**src/rtl/vdp_sprite_pkg.sv**
```systemverilog
// Shared types and constants for the sprite renderer.
//   sprite_attr_t          : 64-bit sprite attribute word as stored in attribute RAM
//   OFF_SCREEN             : linebuffer address reported for sprites not on this line
//   PAT_AW                 : pattern RAM word address width (one word = 8 px x 4bpp)
//   sprite_render_state_t  : renderer FSM states
package vdp_sprite_pkg;

  localparam logic [11:0] OFF_SCREEN = 12'hFF8;
  localparam int          PAT_AW     = 20;

  // Field order is MSB first, so the packing matches the RAM word layout:
  // [63] en, [62:43] base, [42:39] pal, [38] hflip, [37:30] h, [29:22] w,
  // [21:12] y, [11:0] x.
  typedef struct packed {
    logic        en;
    logic [19:0] base;
    logic [3:0]  pal;
    logic        hflip;
    logic [7:0]  h;
    logic [7:0]  w;
    logic [9:0]  y;
    logic [11:0] x;
  } sprite_attr_t;

  typedef enum logic [2:0] {
    ST_IDLE  = 3'd0,
    ST_FETCH = 3'd1,
    ST_LATCH = 3'd2,
    ST_CALC  = 3'd3,
    ST_READY = 3'd4,
    ST_DRAW  = 3'd5
  } sprite_render_state_t;

endpackage

```
**src/rtl/sprite_pixel_expand.sv**
```systemverilog
// Combinational expansion of one pattern word into a linebuffer write.
//   pat_data  in  32  8 px x 4bpp, px0 in [3:0]
//   pal       in  4   palette number placed above every nibble
//   hflip     in  1   reverse pixel order within the word
//   data      out 64  8 px x {pal,nibble}, px0 in [7:0]
//   mask      out 8   per-pixel write enable, 0 where the nibble is 0
module sprite_pixel_expand (
  input  logic [31:0] pat_data,
  input  logic [3:0]  pal,
  input  logic        hflip,
  output logic [63:0] data,
  output logic [7:0]  mask
);

  generate
    genvar gi;
    for (gi = 0; gi < 8; gi++) begin : g_px
      logic [3:0] nib;
      assign nib              = hflip ? pat_data[(7-gi)*4 +: 4] : pat_data[gi*4 +: 4];
      assign data[gi*8 +: 8]  = {pal, nib};
      // Colour index 0 is transparent: leave the linebuffer pixel untouched.
      assign mask[gi]         = |nib;
    end
  endgenerate

endmodule

```
**src/rtl/sprite_renderer.sv**
```systemverilog
// Sprite renderer: responder side of the sprite command interface.
// Per sprite it fetches the attribute word, reports the linebuffer start
// address and width with a one-cycle sprite_ready pulse, then turns each
// 8-pixel beat into a masked linebuffer write two cycles later.
//   clk, rst                       clock, async active-high reset
//   line, line_y                   start-of-line pulse and scanline number
//   sprite_index                   sprite to load (sampled in FETCH)
//   sprite_valid, lb_x, sprite_x   beat strobe, linebuffer address, beat number
//   sprite_ready, lb_addr,
//   sprite_width                   per-sprite answer to the sequencer
//   attr_addr / attr_data          attribute RAM (1-cycle read latency)
//   pat_addr / pat_data            pattern RAM (1-cycle read latency)
//   lbw_en/addr/data/mask          linebuffer write port
module sprite_renderer #(
  parameter logic [11:0] OFF_SCREEN = vdp_sprite_pkg::OFF_SCREEN,
  parameter int          PAT_AW     = vdp_sprite_pkg::PAT_AW
) (
  input  logic              clk,
  input  logic              rst,
  input  logic              line,
  input  logic [9:0]        line_y,
  input  logic [8:0]        sprite_index,
  input  logic              sprite_valid,
  input  logic [11:0]       lb_x,
  input  logic [10:0]       sprite_x,
  output logic              sprite_ready,
  output logic [11:0]       lb_addr,
  output logic [7:0]        sprite_width,
  output logic [8:0]        attr_addr,
  input  logic [63:0]       attr_data,
  output logic [PAT_AW-1:0] pat_addr,
  input  logic [31:0]       pat_data,
  output logic              lbw_en,
  output logic [11:0]       lbw_addr,
  output logic [63:0]       lbw_data,
  output logic [7:0]        lbw_mask
);
  import vdp_sprite_pkg::*;

  sprite_render_state_t state_q, state_d;
  sprite_attr_t         attr_q;
  logic [9:0]           line_y_q;
  logic                 hit_q;
  logic [PAT_AW-1:0]    row_base_q;
  logic [11:0]          lb_addr_q;
  logic [7:0]           width_q;
  logic                 seen_q;      // at least one beat since entering DRAW

  // Stage 1: beat accepted, pattern read in flight
  logic                 s1_valid_q;
  logic                 s1_hit_q;
  logic [11:0]          s1_lbx_q;
  logic [3:0]           s1_pal_q;
  logic                 s1_hflip_q;

  // Stage 2: registered linebuffer write
  logic                 lbw_en_q;
  logic [11:0]          lbw_addr_q;
  logic [63:0]          lbw_data_q;
  logic [7:0]           lbw_mask_q;

  // Row of the sprite on this scanline; wraps so sprites straddling y=0 work.
  logic [9:0]           row;
  logic [8:0]           stride;
  logic [18:0]          stride_prod;
  logic                 hit;
  logic [PAT_AW-1:0]    row_base;

  assign row         = line_y_q - attr_q.y;
  assign stride      = {attr_q.w, 1'b0};
  assign stride_prod = {9'd0, row} * {10'd0, stride};
  assign hit         = attr_q.en && (attr_q.w != 8'd0) && (row < {2'b00, attr_q.h});
  assign row_base    = PAT_AW'(attr_q.base) + PAT_AW'(stride_prod);

  logic                 beat;
  logic [10:0]          last_beat;
  logic [10:0]          beat_off;

  assign beat      = (state_q == ST_DRAW) && sprite_valid;
  assign last_beat = {2'b00, stride} - 11'd1;
  assign beat_off  = attr_q.hflip ? (last_beat - sprite_x) : sprite_x;

  // Pattern address is combinational from the beat so the RAM data lands
  // in the next cycle and the write is registered one cycle after that.
  assign pat_addr     = beat ? (row_base_q + PAT_AW'(beat_off)) : '0;
  assign attr_addr    = (state_q == ST_FETCH) ? sprite_index : 9'd0;
  assign sprite_ready = (state_q == ST_READY);
  assign lb_addr      = lb_addr_q;
  assign sprite_width = width_q;
  assign lbw_en       = lbw_en_q;
  assign lbw_addr     = lbw_addr_q;
  assign lbw_data     = lbw_data_q;
  assign lbw_mask     = lbw_mask_q;

  always_comb begin
    state_d = state_q;
    unique case (state_q)
      ST_IDLE:  state_d = ST_IDLE;
      ST_FETCH: state_d = ST_LATCH;
      ST_LATCH: state_d = ST_CALC;
      ST_CALC:  state_d = ST_READY;
      ST_READY: state_d = ST_DRAW;
      // Falling edge of sprite_valid ends the sprite; without any beat the
      // sequencer has finished the line and we park here until line.
      ST_DRAW:  if (seen_q && !sprite_valid) state_d = ST_FETCH;
      default:  state_d = ST_IDLE;
    endcase
    if (line) state_d = ST_FETCH;
  end

  logic [63:0] px_data;
  logic [7:0]  px_mask;
  logic        wr_go;

  sprite_pixel_expand u_expand (
    .pat_data (pat_data),
    .pal      (s1_pal_q),
    .hflip    (s1_hflip_q),
    .data     (px_data),
    .mask     (px_mask)
  );

  // A line pulse discards whatever is in the beat pipeline.
  assign wr_go = s1_valid_q && s1_hit_q && !line;

  always_ff @(posedge clk or posedge rst) begin
    if (rst) begin
      state_q    <= ST_IDLE;
      attr_q     <= '0;
      line_y_q   <= '0;
      hit_q      <= 1'b0;
      row_base_q <= '0;
      lb_addr_q  <= OFF_SCREEN;
      width_q    <= 8'd1;
      seen_q     <= 1'b0;
      s1_valid_q <= 1'b0;
      s1_hit_q   <= 1'b0;
      s1_lbx_q   <= '0;
      s1_pal_q   <= '0;
      s1_hflip_q <= 1'b0;
      lbw_en_q   <= 1'b0;
      lbw_addr_q <= '0;
      lbw_data_q <= '0;
      lbw_mask_q <= '0;
    end else begin
      state_q <= state_d;
      if (line) line_y_q <= line_y;
      if (state_q == ST_LATCH) attr_q <= attr_data;
      // Answer registers change only when a READY pulse follows.
      if (state_q == ST_CALC && !line) begin
        hit_q      <= hit;
        row_base_q <= row_base;
        lb_addr_q  <= hit ? attr_q.x : OFF_SCREEN;
        width_q    <= hit ? attr_q.w : 8'd1;
      end
      seen_q     <= (state_d == ST_DRAW) && (seen_q || beat);
      s1_valid_q <= beat && !line;
      if (beat) begin
        s1_hit_q   <= hit_q;
        s1_lbx_q   <= lb_x;
        s1_pal_q   <= attr_q.pal;
        s1_hflip_q <= attr_q.hflip;
      end
      lbw_en_q   <= wr_go;
      lbw_mask_q <= wr_go ? px_mask : 8'd0;
      if (wr_go) begin
        lbw_addr_q <= s1_lbx_q;
        lbw_data_q <= px_data;
      end
    end
  end

endmodule
```
**config.mk**
```make
export PLATFORM = sky130hd
export DESIGN_NAME = sprite_renderer
export DESIGN_NICKNAME = d
export VERILOG_FILES = /design/src/rtl/vdp_sprite_pkg.sv /design/src/rtl/sprite_pixel_expand.sv /design/src/rtl/sprite_renderer.sv
export SDC_FILE = /design/constraint.sdc
export NUM_CORES = 1
export LEC_CHECK = 0
export BUFFER_PORTS_ARGS = -buffer_cell sky130_fd_sc_hd__buf_2
export CORE_ASPECT_RATIO = 0.8
export CORE_UTILIZATION = 61
export CTS_CLUSTER_SIZE = 10
export DETAILED_ROUTE_END_ITERATION = 7
export GPL_TIMING_DRIVEN = 0
export PLACE_DENSITY = 0.86
export SETUP_SLACK_MARGIN = 0.02
export SLEW_MARGIN = 10
export SYNTH_ARGS = -nofsm -noshare
export SYNTH_HDL_FRONTEND = slang
export SYNTH_HIERARCHICAL = 1
export SYNTH_SLANG_ARGS = --single-unit
```
**constraint.sdc**
```tcl
create_clock -name clk -period 14.5 [get_ports clk]
set_input_delay 0.725 -clock clk [delete_from_list [all_inputs] [get_ports clk]]
set_output_delay 0.725 -clock clk [all_outputs]
set_load 0.005 [all_outputs]
```
Word level (Yosys, flattened, before mapping) --
Cells that the tools add are included.
Storage, ports and cells: input port bits 142, word-level logic and storage cells 75, register bits after elaboration 223, output and inout bits 135
Operators by class: add/subtract/negate cells 5, multiplexer cells 17, equal/unequal tests 6, $lt $le $gt $ge 1, $mul 1, reduce and logical (&&, ||, !) cells 21
Operators with widths (number):
- 4-bit 2-to-1 mux | 8
- 4-bit OR reduction | 8
- 20-bit by 11-bit adder with 20-bit output | 1
- 20-bit by 19-bit adder with 20-bit output | 1
- 20-bit 2-to-1 mux | 1
- 10-bit by 8-bit multiplier with 18-bit output | 1
- 8-bit 2-to-1 mux | 2
- 3-bit one-hot mux with 5 select lines | 1
- 12-bit 2-to-1 mux | 1
- 11-bit 2-to-1 mux | 1
- 11-bit subtractor | 1
- 10-bit by 8-bit < comparator with 1-bit output | 1
- 10-bit subtractor | 1
- 9-bit by 1-bit subtractor with 10-bit output (second input constant) | 1
- 3-bit equality test (second input constant) | 3
- 1-bit logical AND | 9
- 9-bit 2-to-1 mux | 1
- 8-bit nonzero test | 1
- 3-bit by 2-bit equality test with 1-bit output (second input constant) | 2
- 3-bit 2-to-1 mux | 2
- 3-bit by 1-bit equality test with 1-bit output (second input constant) | 1
- 1-bit logical NOT | 2
- 1-bit logical OR | 1

Depth between registers and ports, before layout --
Gate-level depths: netlist of the first run.
depth in word-level cells 7, depth in mapped cells 32, depth with buffers taken out 32

Hierarchy --
Netlist of the first run, hierarchy kept.
By module, submodules not included:
- sprite_renderer | seq. area each 5592.9 sq um, times used 1, area each 13639.3 sq um, cells each 1459
- sprite_pixel_expand | seq. area each 0.0 sq um, times used 1, area each 814.5 sq um, cells each 76

Least setup slack after synthesis of the first run --
No wires, ideal clock.
path type register to register, start point register attr_q[12] (netlist bit), end point register row_base_q[17], period minus slack after synthesis 6.568 ns, path buffers 0, path slack 7.932 ns, setup time 0.135 ns, cell stages (with the launch flop) 32, arrival time 6.433 ns, required time 14.365 ns, cell sequence dfrtp_1 > ha_1 > fa_1 > nor2b_1 > o21a_1 > a31o_1 > nor2_1 > xnor2_1 > nand2_1 > fa_1 > inv_1 > fa_1 > fa_1 > inv_1 > fa_1 > inv_1 > ha_1 > o21a_1 > nor2_1 > a21oi_1 > a21oi_1 > o21bai_1 > a21oi_1 > xnor2_1 > ha_1 > a21o_1 > a21o_1 > nor3_1 > o21ai_0 > a41oi_1 > xnor2_1 > o21ai_0
On the way: longest elaborated chain between the ends 3
Ends and longest elaborated chain:
- start: declaration | RTL line sprite_renderer.sv:41 | sprite_attr_t attr_q;
- start signal: assignment | RTL line sprite_renderer.sv:148 | if (state_q == ST_LATCH) attr_q <= attr_data;
- 10-bit subtractor | RTL line sprite_renderer.sv:69 | assign row = line_y_q - attr_q.y;
- 10-bit by 8-bit multiplier with 18-bit output | RTL line sprite_renderer.sv:71 | assign stride_prod = {9'd0, row} * {10'd0, stride};
- 20-bit by 19-bit adder with 20-bit output | RTL line sprite_renderer.sv:73 | assign row_base = PAT_AW'(attr_q.base) + PAT_AW'(stride_prod);
- end signal: assignment | RTL line sprite_renderer.sv:152 | row_base_q <= row_base;
- end: declaration | RTL line sprite_renderer.sv:44 | logic [PAT_AW-1:0] row_base_q;
Every way passes these cells. A chain may end at the register's enable or synchronous reset.

Final worst setup path of the first run --
Same ends and word-level chain as after synthesis.

==> results, run 1 <==
- The tightest min-delay check is of the in -> async type.
- Across the run, the number of max-cap violations was 0.
- The number of slew-limit violations in the final report came to 0.
- Of the available clock period, the critical path in the final layout requires 54.32%.
- The H-tree level count is 1.
- Based on the critical path, the design can be clocked at up to around 0.13 GHz.
- In this run the critical register-to-register path is launched from attr_q[12].
- The clock tree from TritonCTS is yes.
- The maximum count of clock buffers along a single path is 3.
- The synthesized design contains 0 enable-type register cells.
- The final number of hold-violating endpoints is 0.
- The region available for standard cell placement spans 22870 um2.
- After detailed routing, the average wire length per cell comes to 18.76 um.
- The slowest cell on the critical path is sky130_fd_sc_hd__xnor2_1.
- The number of optimization iterations in the first detailed-route pass is 6.
- Counting stages on the worst path, the most repeated cell is sky130_fd_sc_hd__fa_1.
- The part of the Yosys area used for sequential elements is 38.69%.
- At the worst endpoint, the required time is about 15 ns.
- Buffers placed on the I/O ports in this run total about 280.
- The floorplan has 49 rows.
- The final critical-path required period is 7.877 ns.
- In this run the horizontal extent of the chip is 174.1 um.
- The arrival time at the worst endpoint is 8.27 ns.
- For the pin with the worst max-slew slack, the measured transition is 1.039 ns.
- The total number of clock tree sinks is 223.
- The HPWL after detailed placement is around 31 mm.
- Across all layers, the routed design uses between 10000 and 15000 vias.
- Each instance of the synthesized netlist takes up on average 9.416 um2.
- The netlist area before placement is 14450 um2.
- The sort of element at the start of the critical path is a flop.
- The biggest cell delay along the critical path is 0.79 ns.
- The synthesis-stage register bit count is 223.
- The aggregate routed wire length is 40.42 mm.
- The floorplan step set the die height to 139.7 um.
- In this run the post-CTS setup repair buffer count came out at 0.
- The dominant cell type by area after synthesis is sky130_fd_sc_hd__dfrtp_1.
- The most frequently used flop master after synthesis is sky130_fd_sc_hd__dfrtp_1.
- The largest fanout on the critical path is 9.
- The average via count per standard cell is 5.736.
- Clock latency on the worst-skew pair, taken at its later pin, is 0.54 ns.
- After detailed routing, the number of remaining DRC violations is 0.
- The global-route congestion overflow total is 0.
- The antenna diode instance count is 0.
- The number of buffers created by CTS is 26.
- The count of different cell masters after synthesis is 71.
- Clock-pin slew was measured on the worst setup and hold paths at 0.06 ns.
- The worst register-to-register path ends at row_base_q[17].
- The worst slew slack as a fraction of its limit is 30.27%.
- Measured in cells, the most critical reg-to-reg path has a length of 31.
- The hold-fix buffer count after cts is 0.
- Summing all multi-input logic gate instances after layout gives approximately 7900 um2.
- In the final timing run, aggregate negative setup slack is 0 ns.
- The filler cells instantiated in the layout total 1636.
- The share of post-route cells with drive strength above 1 is between 20% and 30%.
- The initial utilization of the core area, before any placement, comes to 63.21%.
- The root buffer cell chosen for the clock tree is sky130_fd_sc_hd__clkbuf_16.
- Once the clock tree was built, the resizer swapped 0 gates to a different size.
- The die covers 24320 um2.
- The overall global routing resource usage is between 30 and 40%.
- The maximum clock skew at final layout is about 0.019 ns.
- The final setup violation count is 0.
- The number of DRC markers in iteration 0 is roughly 1100.
- Setup repair after global routing left no endpoint under its margin.
- Registers take 5593 um2.
- Counting flops with an async set or reset pin after synthesis yields a share of 100.0%.
- The number of warnings printed during yosys synthesis is 6.
- For this run, the post-layout net count is roughly 2100.
- The number of instances in the synthesized netlist is about 1500.
- The setup path with the least slack is of type reg -> reg.
- The synthesized design devotes to its leading area cell type 36.88% of total area.
- The internal reg-to-reg setup slack is 6.62 ns.
- At the end of routability-driven placement, the weighted congestion stood at 0.9401.
- The number of antenna violations at the first check in global routing is 1.
- The detail route stage leaves a number of antenna-violating nets equal to 0.
- The flow ran to the end, and the final reports show no timing, DRC or antenna violations.
- By area the synthesized netlist is led by sky130_fd_sc_hd__dfrtp_1 37%, sky130_fd_sc_hd__nand2_1 9.8%, sky130_fd_sc_hd__ha_1 8.2%.
- During I/O placement, the number of pins put on the boundary was 277.
- The number of global-route vias before repair was 12370.
- The element type at the critical path end is a flop.
- The maximum number of pins on one net before global-route repair is 99.
- The layout overhead on the synthesized area is 17.66%.
- The net count after synthesis is 1823.
- The wire length of the first global-routing pass is 64.15 mm.
## cell type report
| class | instances | area share (%) |
|---|---|---|
| multi-input cells | 1107 | 46.53 |
| flip-flops and latches | 223 | 32.89 |
| repair buffers | 277 | 8.417 |
| clock buffers | 35 | 4.024 |
| plain buffers | 91 | 3.053 |
| inverters | 114 | 2.560 |
| well taps | 306 | 2.251 |
| clock inverters | 2 | 0.2722 |
## registers in the layout, indices dropped and copies added (netlist names), 3 cells and up
name          flops
attr_q           64
lb_addr          12
lbw_addr         12
lbw_data         64
lbw_mask          8
line_y_q         10
row_base_q       20
s1_lbx_q         12
s1_pal_q          4
sprite_width      8
state_q           3
## critical path, delay by kind of cell, from the launching register on
kind | cells | cell delay (ns)
AOI/OAI and AO/OA | 12 | 2.09
xor gates and xnor gates | 3 | 1.17
adders and majority gates | 8 | 3.36
buffers and inverters | 3 | 0.14
DFF | 1 | 0.39
and+or+nand+nor | 5 | 0.58
## per-layer routing
layer,vias up,GRT usage (%),wire [um]
met5,-,0,4
li1,5633,-,-
met2,595,55.41,19360
met3,98,5.328,3315
met1,6033,44.58,16380
met4,2,11.27,1354
## metrics by stage
step / hold WS [ns] / std cells / utilization [%] / cell area, um2 / worst slack, ns
final: 0.1360 / 2155 / 74.37 / 17010 / 6.623
after detailed placement: 0.4504 / 2118 / 71.17 / 16280 / 6.798
after CTS: 0.1335 / 2155 / 74.37 / 17010 / 6.803
after floorplan: 0.4348 / 1535 / - / 14450 / 7.685
after global placement: 0.4457 / 2116 / 70.90 / 16210 / 5.345
after global routing: 0.1571 / 2155 / 74.37 / 17010 / 6.267
## cell usage in the layout, fill, tap and decap left out, drive strengths merged, types with 10 or more instances in the layout
cell type,count
nor3,18
nor2,62
xor2,23
and2,57
buf,319
dfrtp,213
nand2,377
a21oi,45
or4,10
a21o,16
o21a,15
nand2b,15
o21ai,66
mux2,88
a211oi,11
dfstp,10
clkbuf,84
fa,51
xnor2,34
inv,114
nor2b,23
ha,95
## synth_stat cells, types with 9 or more instances
cell type and n:
sky130_fd_sc_hd__nor3_1 17, sky130_fd_sc_hd__xnor2_1 34, sky130_fd_sc_hd__nor2b_1 23, sky130_fd_sc_hd__o22a_1 9, sky130_fd_sc_hd__mux2_4 22, sky130_fd_sc_hd__and2_1 51
sky130_fd_sc_hd__nor2_1 62, sky130_fd_sc_hd__clkbuf_1 49, sky130_fd_sc_hd__xor2_1 23, sky130_fd_sc_hd__nand2b_1 15, sky130_fd_sc_hd__buf_4 32, sky130_fd_sc_hd__a211oi_1 11
sky130_fd_sc_hd__inv_1 114, sky130_fd_sc_hd__nand2_1 377, sky130_fd_sc_hd__a22o_1 9, sky130_fd_sc_hd__ha_1 95, sky130_fd_sc_hd__mux2_2 56, sky130_fd_sc_hd__mux2_1 10
sky130_fd_sc_hd__o21ai_0 65, sky130_fd_sc_hd__o21a_1 15, sky130_fd_sc_hd__a21o_1 16, sky130_fd_sc_hd__a21oi_1 44, sky130_fd_sc_hd__dfrtp_1 213, sky130_fd_sc_hd__fa_1 51
sky130_fd_sc_hd__dfstp_2 10, sky130_fd_sc_hd__nand3_1 9
## kinds of logic after synthesis
kind of cell	share of synthesized area, %
AOI/OAI and AO/OA	9.419
adders and majority gates	15.29
DFF	38.69
and+or+nand+nor	19.03
xor gates and xnor gates	3.454
muxes	7.566
buffers and inverters	6.553
## worst max-delay path by stage
| stage | startpoint | to | slack, ns | depth (start not counted) |
|---|---|---|---|---|
| CTS | attr_q[12] | row_base_q[17] | 6.80 | 31 |
| global placement | rst | line_y_q[7] | 5.34 | 2 |
| global route | attr_q[12] | row_base_q[17] | 6.27 | 31 |
| finish | attr_q[12] | row_base_q[17] | 6.62 | 31 |
| floorplan | rst | attr_q[0] | 7.69 | 1 |
| detailed placement | attr_q[12] | row_base_q[17] | 6.80 | 31 |
Power of run 1 is not shown: default switching activity piles up to over one toggle a cycle in this logic, so the estimate is an artifact.
==> run 2: changes to the inputs <==
Settings changed: CORE_UTILIZATION 61 to 57, PLACE_DENSITY 0.86 to 0.81.
Clock period 14.5 ns to 8.2 ns, I/O delays scaled along.
==> run 2 against run 1 <==
The run now ends with negative hold slack left. Sequential share of layout area decreased by 0.060 points. Clock skew decreased by 0.013 ns. Via count decreased by 2.6%. Critical endpoint unchanged. Largest cell class unchanged. Highest routed layer unchanged.
==> results, run 2 (synthesized netlist as in run 1, its figures left out) <==
- The run finished, with violations left.
- The checks that failed: negative hold slack.
- The number of placed instances, taps included is 2129 (+0.52%).
- The clock transition at the registers of the reported paths is 0.06 ns (about the same).
- The worst hold margin is -0.004207 ns (-0.1403 ns).
- The initial core utilization was 58.68% (-4.5 points).
- The element type at the critical path end is a flop.
- The average routed wire per standard cell was 17.92 um (-4.5%).
- Setup repair after global routing left no endpoint under its margin.
- The number of DRC markers in iteration 0 came to 808 (-28%).
- The biggest cell delay along the critical path is 0.81 ns (+0.02 ns).
- The clock root buffer is sky130_fd_sc_hd__clkbuf_16.
- The average via count per standard cell was 5.531 (-3.6%).
- The total number of clock tree sinks came to 223 (unchanged).
- The source-to-sink clock delay at the later pin of the worst-skew pair was 0.54 ns (about the same).
- The H-tree level count was 1 (unchanged).
- The startpoint of the lowest-slack register-to-register path is attr_q[12].
- In the layout the commonest cells are 377 x sky130_fd_sc_hd__nand2_1, 276 x sky130_fd_sc_hd__buf_2, 213 x sky130_fd_sc_hd__dfrtp_1.
- The core area came to 24630 um2 (+7.7%).
- The final critical-path required period is 7.694 ns (-0.1830 ns).
- The final number of hold-violating endpoints is 3 (+3).
- The number of slew-limit violations in the final report is 0 (unchanged).
- The worst slew slack as a fraction of its limit is 30.48% (+0.21 points).
- The detailed-route DRC error count was 0 (unchanged).
- The antenna diode instance count is 0 (unchanged).
- The beginning of the critical path is attr_q[12].
- The final cell utilization of the core is 69.17% (-5.2 points).
- The aggregate routed wire length is 39.00 mm (-3.5%).
- The filler-free cell count of the finished design is 2177 (+1.0%).
- The total I/O pin count is 277 (unchanged).
- The maximum clock skew at final layout is 0.006237 ns (-0.01313 ns).
- The global-route congestion overflow total came to 0 (unchanged).
- The class of the worst hold path is in -> async.
- The number of buffers created by CTS came to 26 (unchanged).
- The standard-cell row count came to 51 (+4.1%).
- The maximum number of pins on one net before global-route repair is 121 (+22%).
- The maximum operating frequency is 0.1300 GHz (+2.4%).
- The final setup violation count came to 0 (unchanged).
- The critical path data required time is 8.60 ns (-6.29 ns).
- The maximum count of clock buffers along a single path came to 3 (unchanged).
- The count of fill cells added during filler insertion is 1960 (+20%).
- The area growth from synthesis to layout is 17.88%.
- The floorplan die height came to 144.4 um (+3.4%).
- STA classifies the critical path startpoint as a flop.
- The final weighted congestion in routability-driven placement is 0.9033 (-3.9%).
- The wire length of the first global-routing pass is 60.62 mm (-5.5%).
- The clock tree from TritonCTS is yes.
- The max-capacitance violation count is 0 (unchanged).
- The via total after detailed routing came to 12040 (-2.6%).
- The full die area was 26000 um2 (+6.9%).
- The largest fanout on the critical path was 9 (unchanged).
- The post-CTS repair timing setup buffer count came to 0 (unchanged).
- The sequential cell area in the final layout is 5593 um2 (unchanged).
- The share of post-route cells with drive strength above 1 is 24.80% (-0.026 points).
- The area taken by multi-input logic gates is 7921 um2 (about the same).
- The final cycle utilization of the critical path is 93.83% (+40 points).
- The number of nets in the layout is 2127 (-0.047%).
- The leading cell type in the layout, fill and taps excluded is sky130_fd_sc_hd__nand2_1.
- The critical path is of the reg -> reg type.
- The overall global routing resource usage is 29.76% (-3.6 points).
- Counting stages on the worst path, the most repeated cell is sky130_fd_sc_hd__fa_1.
- The number of global-route vias before repair is 11470 (-7.3%).
- The number of input and output port buffers inserted was 275 (unchanged).
- The slowest cell on the critical path is sky130_fd_sc_hd__xnor2_1.
- The HPWL after detailed placement is 29.51 mm (-3.7%).
- The final antenna-violating net count is 0 (unchanged).
- The number of optimization iterations in the first detailed-route pass came to 5 (-1).
- The arrival time at the worst endpoint is 8.09 ns (-0.18 ns).
- The setup TNS came to 0 ns (unchanged).
- The number of antenna violations at the first check in global routing is 2 (+1).
- The die extent in x is 180.0 um (+3.4%).
- The transition time at the pin with the least slew margin is 1.035 ns (-0.003098 ns).
- The hold-fix buffer count after cts is 0 (unchanged).
run 2: changes by cell type in the layout (fill, tap and decap cells not counted):
cell                        delta
sky130_fd_sc_hd__buf_16        -1
sky130_fd_sc_hd__bufinv_16     -1
sky130_fd_sc_hd__clkbuf_1      +9
sky130_fd_sc_hd__clkbuf_8      +2
sky130_fd_sc_hd__clkinv_2      +1
sky130_fd_sc_hd__xnor2_1       -1
sky130_fd_sc_hd__xnor2_2       +1
run 2: area by class of cell:
class / instances / area share [%]
sequential: 223 / 32.83
inverter: 114 / 2.556
clock buffer: 46 / 4.377
clock inverter: 2 / 0.1248
timing repair buffer: 276 / 8.240
tap: 318 / 2.335
buffer: 91 / 3.048
multi-input combinational: 1107 / 46.49
run 2: final timing paths:
path / to / slack [ns] / cells after the start
worst max-delay path: row_base_q[17] / 0.51 / 30
worst min-delay path: lbw_data[0] / -0.004 / 2
worst max register to register: row_base_q[17] / 0.51 / 30
worst min register to register: lbw_data[60] / 0.47 / 2
max in group asynchronous: line_y_q[8] / 7.10 / 3
min in group clk: s1_lbx_q[7] / 0.06 / 3
run 2: routing by layer:
| layer | share of wire [%] | track usage (%) | wire (um) |
|---|---|---|---|
| met5 | 0.064 | 0 | 25 |
| met4 | 3.4 | 10.71 | 1310 |
| met3 | 7.9 | 5.439 | 3096 |
| met2 | 47 | 49.78 | 18360 |
| met1 | 42 | 39.14 | 16210 |
run 2: metrics by stage:
step	setup slack [ns]	area, um2	hold slack [ns]
after CTS	0.5309	17030	0.04152
after floorplan	1.632	14450	0.4348
after global placement	-0.8344	16230	0.4432
after global routing	0.05900	17040	0.06568
final	0.5062	17040	-0.004207
after detailed placement	0.5816	16260	0.4567
run 2: timing repair:
| item | in CTS | in global routing |
|---|---|---|
| endpoints found under the hold margin | 0 | 0 |
| setup endpoints to repair | 0 | 1 |
| gates resized for setup | 0 | 1 |
run 2: worst max-delay path, delay by kind of cell (launching register included):
family | cells | cell delay (ns)
adders and majority gates | 8 | 3.35
buffers and inverters | 3 | 0.15
xor gates and xnor gates | 3 | 1.17
DFF | 1 | 0.38
and+or+nand+nor | 5 | 0.63
AOI/OAI and AO/OA | 11 | 1.87
Power of run 2 is left out for the same reason.
==> run 3: changes to the inputs <==
Settings changed: CORE_UTILIZATION 57 to 38, PLACE_DENSITY 0.81 to 0.57.
==> run 3 against run 2 <==
The flow finishes with violations (design-rule violations). Design area rose by 1.5%. Via count fell by 3.6%. Non-clock buffer count rose by 1. Critical endpoint unchanged.
==> results, run 3 (synthesized netlist as in run 1, its figures left out) <==
- The setup TNS was 0 ns (unchanged).
- The startpoint of the lowest-slack register-to-register path is attr_q[12].
- The maximum count of clock buffers along a single path is 3 (unchanged).
- The standard-cell row count is 63 (+24%).
- The detailed-route DRC error count is 25 (+25).
- The number of input and output port buffers inserted is 275 (unchanged).
- The reg-to-reg endpoint is row_base_q[17].
- The worst hold margin came to 0.01257 ns (+0.01678 ns).
- The largest fanout on the critical path was 9 (unchanged).
- For this design, the slowest cell found on the critical path is sky130_fd_sc_hd__xnor2_1.
- The final antenna-violating net count was 0 (unchanged).
- The count of fill cells added during filler insertion came to 3634 (+85%).
- The max-capacitance violation count was 0 (unchanged).
- The transition time at the pin with the least slew margin came to 1.104 ns (+0.06855 ns).
- The hold-fix buffer count after cts was 0 (unchanged).
- The total I/O pin count was 277 (unchanged).
- The met2 routing resource usage after global routing came to 33.50% (-16 points).
- The source-to-sink clock delay at the later pin of the worst-skew pair is 0.56 ns (+0.02 ns).
- The path class of the tightest hold or removal check is in -> async.
- The placed instance area is 16500 um2 (+1.5%).
- The kind of cell with the highest combined delay along the critical path is adder cells.
- The most used cell along the critical path is sky130_fd_sc_hd__fa_1.
- The die extent in x is 220.1 um (+22%).
- The final weighted congestion in routability-driven placement is 0.9055 (+0.24%).
- The met1 global-route usage is 30.24% (-8.9 points).
- The total number of clock tree sinks is 223 (unchanged).
- The maximum clock skew at final layout is 0.02016 ns (+0.01393 ns).
- The critical path in this run is classified as reg -> reg.
- The number of antenna violations at the first check in global routing was 0 (-2).
- The number of cell instances on the worst register-to-register path is 31 (+3.3%).
- The antenna diode instance count is 0 (unchanged).
- The final setup violation count came to 0 (unchanged).
- The sequential cell area in the final layout is 5593 um2 (unchanged).
- Tracing the worst setup path back leads to its startpoint at attr_q[12].
- The HPWL after detailed placement was 31.30 mm (+6.1%).
- The count of buffer and inverter cells on the critical path was 3 (unchanged).
- The number of DRC markers in iteration 0 was 809 (+0.12%).
- Leaving out fill and tap cells, the most frequent cell in the layout is sky130_fd_sc_hd__nand2_1.
- The met3 routing resource usage after global routing came to 3.394% (-2.0 points).
- The biggest cell delay along the critical path came to 0.69 ns (-0.12 ns).
- In the layout the commonest cells are 377 x sky130_fd_sc_hd__nand2_1, 276 x sky130_fd_sc_hd__buf_2, 213 x sky130_fd_sc_hd__dfrtp_1.
- The final instance area is 17300 um2 (+1.5%).
- The sort of element at the start of the critical path is a flop.
- The internal reg-to-reg setup slack is 0.56 ns (+0.06 ns).
- The maximum number of pins on one net before global-route repair is 115 (-5.0%).
- The initial core utilization is 38.77% (-20 points).
- The number of buffers created by CTS came to 27 (+3.8%).
- The average routed wire per standard cell was 17.30 um (-3.4%).
- The post-cts gate resize count is 0 (unchanged).
- The checks that failed: design-rule violations.
- The aggregate routed wire length is 40.54 mm (+4.0%).
- The number of nets in the layout is 2129 (+0.094%).
- TritonCTS built the clock tree.
- The via total after detailed routing is 11610 (-3.6%).
- The busiest metal layer after global routing is met2.
- Clock tree synthesis selected as its root buffer the cell sky130_fd_sc_hd__clkbuf_16.
- The H-tree level count came to 1 (unchanged).
- The number of slew-limit violations in the final report is 0 (unchanged).
- The worst slew slack as a fraction of its limit came to 25.87% (-4.6 points).
- Setup repair after global routing left no endpoint under its margin.
- The element type at the critical path end is a flop.
- The clock transition at the registers of the reported paths is 0.06 ns (about the same).
- The average via count per standard cell was 4.955 (-10%).
- The number of global-route vias before repair is 11530 (+0.60%).
- The share of post-route cells with drive strength above 1 came to 24.95% (+0.15 points).
- The floorplan die height is 176.4 um (+22%).
- The post-CTS repair timing setup buffer count is 0 (unchanged).
- The wire length of the first global-routing pass is 63.85 mm (+5.3%).
- The maximum operating frequency is 0.1310 GHz (+0.76%).
- The area growth from synthesis to layout is 19.67%.
- The critical path data required time is 8.62 ns (+0.02 ns).
- The final cycle utilization of the critical path is 93.12% (-0.71 points).
- The final critical-path required period is 7.636 ns (-0.05802 ns).
- The arrival time at the worst endpoint is 8.06 ns (-0.03 ns).
- The final number of hold-violating endpoints is 0 (-3).
- The core area is 37280 um2 (+51%).
- The overall global routing resource usage came to 21.08% (-8.7 points).
- The global-route congestion overflow total is 0 (unchanged).
- The number of optimization iterations in the first detailed-route pass is 7 (+2).
- The area taken by multi-input logic gates is 7914 um2 (about the same).
- The full die area was 38830 um2 (+49%).
- The run finished, with violations left.
run 3: cell types whose count changed in the layout (fill, tap and decap cells not counted), sizes merged:
cell,delta
buf,+1
inv,+1
clkbuf,-6
bufinv,+1
run 3: cell type report:
cell class	count	area share, %
sequential	223	32.34
multi-input combinational	1107	45.75
clock buffer	40	4.246
tap	487	3.523
clock inverter	4	0.3472
buffer	91	3.002
inverter	114	2.517
timing repair buffer	277	8.275
run 3: worst max-delay path by stage:
| stage | end | slack, ns | depth (start not counted) |
|---|---|---|---|
| floorplan | row_base_q[17] | 1.63 | 31 |
| global placement | attr_q[18] | -1.19 | 2 |
| detailed placement | row_base_q[17] | 0.61 | 31 |
| CTS | row_base_q[17] | 0.58 | 31 |
| global route | row_base_q[17] | 0.07 | 30 |
| finish | row_base_q[17] | 0.56 | 31 |
run 3: worst register-to-register path, delay by kind of cell (launching register included):
kind | cells | cell delay (ns)
buf+inv | 3 | 0.14
compound gates | 12 | 2.02
simple gates | 5 | 0.51
xor+xnor | 3 | 1.07
fa+ha+maj | 8 | 3.37
flops | 1 | 0.38
run 3: metrics by stage:
step | std cells | worst slack (ns) | utilization, %
after global routing | 2343 | 0.07474 | 46.39
final | 2343 | 0.5642 | 46.39
after global placement | 2297 | -1.189 | 44.09
after CTS | 2343 | 0.5822 | 46.39
after detailed placement | 2299 | 0.6141 | 44.26
after floorplan | 1535 | 1.632 | -
run 3: per-layer routing:
| metal | vias to the layer above | wire [um] |
|---|---|---|
| li1 | 5644 | - |
| met1 | 5630 | 19060 |
| met2 | 297 | 18340 |
| met3 | 38 | 2452 |
| met4 | 0 | 692 |
| met5 | - | 0 |
Power of run 3 is left out for the same reason.
